`src/rtl/fsm_scan.sv`:
```
// "Three consecutive ones" Moore detector whose 2-bit state register is also
// a two-flop scan chain: scan_in -> state[0] -> state[1] -> scan_out.
module fsm_scan (
  input  logic       clk,
  input  logic       reset,
  input  logic       in,
  input  logic       scan_en,
  input  logic       scan_in,
  output logic       scan_out,
  output logic [1:0] state_out
);

  typedef enum logic [1:0] {
    S0 = 2'b00,
    S1 = 2'b01,
    S2 = 2'b10,
    S3 = 2'b11
  } state_t;

  state_t state, state_nxt;

  always_ff @(posedge clk or posedge reset) begin
    if (reset) state <= S0;
    else       state <= state_nxt;
  end

  // Scan shift takes priority over the functional transition; in is ignored then.
  always_comb begin
    state_nxt = state;
    if (scan_en) begin
      state_nxt = state_t'({state[0], scan_in});
    end else if (!in) begin
      state_nxt = S0;
    end else begin
      case (state)
        S0:      state_nxt = S1;
        S1:      state_nxt = S2;
        S2:      state_nxt = S3;
        default: state_nxt = S3;
      endcase
    end
  end

  assign state_out = state;
  assign scan_out  = state[1];

endmodule

```
`config.mk`:
```
export PLATFORM = sky130hd
export DESIGN_NAME = fsm_scan
export DESIGN_NICKNAME = d
export VERILOG_FILES = /design/src/rtl/fsm_scan.sv
export SDC_FILE = /design/constraint.sdc
export NUM_CORES = 1
export LEC_CHECK = 0
export CAP_MARGIN = 20
export CORE_AREA = 2 2 39 41
export DETAILED_ROUTE_END_ITERATION = 10
export DIE_AREA = 0 0 41 43
export SYNTH_ARGS = -nofsm -noshare
export SYNTH_HDL_FRONTEND = slang
export SYNTH_SLANG_ARGS = --single-unit
```
`constraint.sdc`:
```
create_clock -name clk -period 0.8 [get_ports clk]
set_input_delay 0.16 -clock clk [delete_from_list [all_inputs] [get_ports clk]]
set_output_delay 0.16 -clock clk [all_outputs]
set_load 0.005 [all_outputs]
```
After elaboration in Yosys (flattened, before gate mapping)
Cells that the tools add are included.
{"block": "classes", "n_reduce_logical": 1, "eq_ne": 1, "mux": 3}
{"op": "$mux W2", "count": 2}
{"op": "$pmux W2 S2", "count": 1}
{"op": "$eq A2 B1 Y1 const B", "count": 1}
{"op": "$logic_not A2 Y1", "count": 1}
{"block": "word_totals", "regBits": 2, "input_bits": 5, "out_inout_bits": 3, "wordCells": 6}

Longest topological paths before layout
{"block": "depth", "word_depth": 4, "depth_mapped": 2, "mapped_depth_nobuf": 2}

Least setup slack after synthesis
No wires, ideal clock.
{"block": "synth_timing", "path_kind": "reg-to-reg", "startpoint": "register state[1], in the netlist state_out[1]", "endpoint": "register state[1], in the netlist state_out[1]", "required_ns": 0.679, "path_stages_with_launch": 3, "n_path_buf": 0, "synth_period_minus_slack_ns": 0.795, "setup_ns": 0.121, "path_slack_ns": 0.005, "t_arrival_ns": 0.674, "cell_sequence": "dfrtp_1 nor2b_1 o22a_1"}
{"block": "synth_via", "elab_chain_len": 4, "word_cells_on_any_way": 5, "cone_classes": "eq/ne: 1; mux: 3; reduce/logical: 1"}
{"item": "start, declared", "line": "20", "rtl": "state_t state, state_nxt;"}
{"item": "start signal, assigned", "line": "24", "rtl": "else state <= state_nxt;"}
{"item": "$eq A2 B1 Y1 / $logic_not A2 Y1 (equally long branches)", "line": "35", "rtl": "case (state)"}
{"item": "$pmux W2 S2 *", "line": "35"}
{"item": "$mux W2 *", "line": "32", "rtl": "end else if (!in) begin"}
{"item": "$mux W2 *", "line": "30", "rtl": "if (scan_en) begin"}
{"item": "net state_nxt[1]", "line": "20"}
The timed path passes the listed nets; every way through them passes the cells marked *.

Worst setup path in the final report
Ends and elaborated chain as after synthesis.

==> metrics <==
outcome complete, but fails checks; violations in the final reports setup timing; global route total overflow 0; Least-Margin Pin Slew 0.116 ns; class of the worst hold path input port to async pin; relative area change from synthesis to final layout 127%; first-pass GRT wire length 400 µm; number of unique standard cell types used by synthesis 8; post-route clock skew 0.000215 ns; deepest clock path buffer count 2; Power per Cell Area 1950 nW/µm²; Clock Pin Slew Worst Setup and Hold Paths approximately 0.030 ns; count of buffer and inverter cells on the critical path 1; min cycle time layout between 0.9 and 1 ns; sequential fraction of the synthesis area between 50% and 60%; static leakage roughly 0.10 nW; depth of the worst register-to-register path 3; Cell Chain, Critical Path buf_6 -> nor2b_1 -> o22a_1; Post-Synthesis Mean Instance Area 9.76 µm²; total power draw 0.000432 W; critical path class register to register; horizontal die dimension 41 µm; TritonCTS clock tree built; count of nets left with antenna violations after detail routing 0; full die area 1760 µm²; flip-flop count of the largest register, all copies and words added 2; Max Clock Freq between 1000 and 1500 MHz; insertion delay of the later-clocked pin in the worst-skew pair roughly 0.22 ns; crit path DAT 1.00 ns; critical path's largest stage delay ~0.38 ns; post-synth design cell area 97.6 µm²; final RePlAce weighted congestion 0.425; relative slew slack 92.2%; via density per instance 3.00; CTS buffer count 3; top library cells by usage in the layout, fill and taps aside sky130_fd_sc_hd__clkdlybuf4s50_1, sky130_fd_sc_hd__clkbuf_4, sky130_fd_sc_hd__buf_2; detailed router's first-iteration violation count 0; fraction of layout cells with a size suffix above 1 a little under half; per-cell routed wire length 7.35 µm; buffer cell driving the clock tree root sky130_fd_sc_hd__clkbuf_4; Fillers ~170; Initial Utilization 7.05%; final worst hold slack approximately 0.093 ns; die span in y 43 µm; maximum ir drop on the vdd rail approximately 0.00038 V; dominant delay contributor by cell family on the critical path flip-flops; number of global-route vias before repair 110; largest net degree at the start of global routing 5; biggest fanout along the worst timing path 3; aggregate global-route resource usage under 10%; max_cap viols 0; I/O pin cnt 8; floorplan core area 1380 µm²; Port Buffers 7; CTS H-tree depth 1; initial antenna violation count 0; First-pass DRT Iterations 1; most common cell after layout, fill and taps aside sky130_fd_sc_hd__clkdlybuf4s50_1; Final Core Density between 15 and 20%; Post-route DRC 0; Levels on crit path 3; number of nets in the layout 28; number of placement rows 14; Max stage delay cell, worst path sky130_fd_sc_hd__dfrtp_1; number of instances in the synthesized netlist 10; clock net sink count 2; YS warnings 0; overall routed net length 272 µm; Net Count, Synth 15; setup ws final -0.105 ns; antenna diode count 0; Final setup viols 5; worst endpoint required time 0.90 ns; Pins Over Slew Limit 0; DR vias roughly 110; unrepaired setup endpoints after global routing yes; sort of element at the end of the critical path register; Hold Violations, Final 0; area post-placement 195 µm²; post-layout instance area between 200 and 250 µm²; fraction of the cycle the final worst path needs 113%; FF+latch count, synth 2; Setup crit start kind register
[per-layer routing]
| layer | vias to the layer above | part of all wire [%] | GRT usage, % | wire length, µm |
|---|---|---|---|---|
| met5 | - | 0 | 0 | 0 |
| met4 | 0 | 7.0 | 10.0 | 19 |
| met3 | 2 | 9.6 | 4.71 | 26 |
| met2 | 6 | 54 | 4.69 | 146 |
| met1 | 47 | 29 | 2.56 | 79 |
| li1 | 56 | - | - | - |
[through the flow]
step           TNS, ns  setup WS, ns  std cells
4_1_cts         -0.439        -0.107         37
2_1_floorplan        0       0.00509         10
5_1_grt         -0.566        -0.141         37
3_5_place_dp     -1.04        -0.237         34
6_report        -0.380        -0.105         37
3_3_place_gp    -0.991        -0.224         34
[cell type report]
| type | count | area [µm²] | share of cell area [%] |
|---|---|---|---|
| Clock buffer | 3 | 22.5 | 10.2 |
| Timing Repair Buffer | 9 | 77.6 | 35.0 |
| Inverter | 1 | 3.75 | 1.69 |
| Tap cell | 16 | 20.0 | 9.04 |
| Multi-Input combinational cell | 6 | 47.5 | 21.5 |
| Sequential cell | 2 | 50.0 | 22.6 |
[power by group]
| group | total [W] | internal [W] | switching [W] |
|---|---|---|---|
| clock network | 0.000218 | 0.000165 | 0.0000525 |
| logic | 0.0000950 | 0.0000635 | 0.0000314 |
| registers | 0.000120 | 0.000112 | 0.00000738 |
| total | 0.000432 | 0.000341 | 0.0000913 |
[final timing paths]
check / slack, ns / endpoint / from
worst max-delay path: -0.10 / state_out[1] / state_out[1]
worst min-delay path: 0.09 / state_out[0] / reset
worst max register to register: -0.10 / state_out[1] / state_out[1]
worst min register to register: 0.61 / state_out[1] / state_out[0]
max in group asynchronous: 0.60 / state_out[1] / reset
min in group clk: 0.50 / state_out[0] / scan_in
[worst register-to-register path: cells and delay by family, from the launching register on]
family,cells,cell delay [ns]
compound gates,1,0.16
flops,1,0.38
simple gates,1,0.12
buf+inv,1,0.13
[what timing repair did]
item	in CTS	in global routing
pin swaps	2	1
resized for setup	14	3
gates cloned	0	0
setup endpoints to repair	5	5
buffers inserted	1	0
hold buffers	0	0
[cell families after synthesis]
group	count (synthesis)	synth area share [%]
and+or+nand+nor	4	23.1
buffers and inverters	2	11.5
AOI/OAI and AO/OA	2	14.1
DFF	2	51.3
[synthesized netlist by cell type]
library cell	instances	share of area (%)
sky130_fd_sc_hd__buf_4	1	7.7
sky130_fd_sc_hd__dfrtp_1	2	51
sky130_fd_sc_hd__inv_1	1	3.8
sky130_fd_sc_hd__nand2_1	1	3.8
sky130_fd_sc_hd__nand2b_1	1	6.4
sky130_fd_sc_hd__nor2b_1	2	13
sky130_fd_sc_hd__o21ai_1	1	5.1
sky130_fd_sc_hd__o22a_1	1	9.0
No activity file was read; power rests on OpenSTA's default activity.
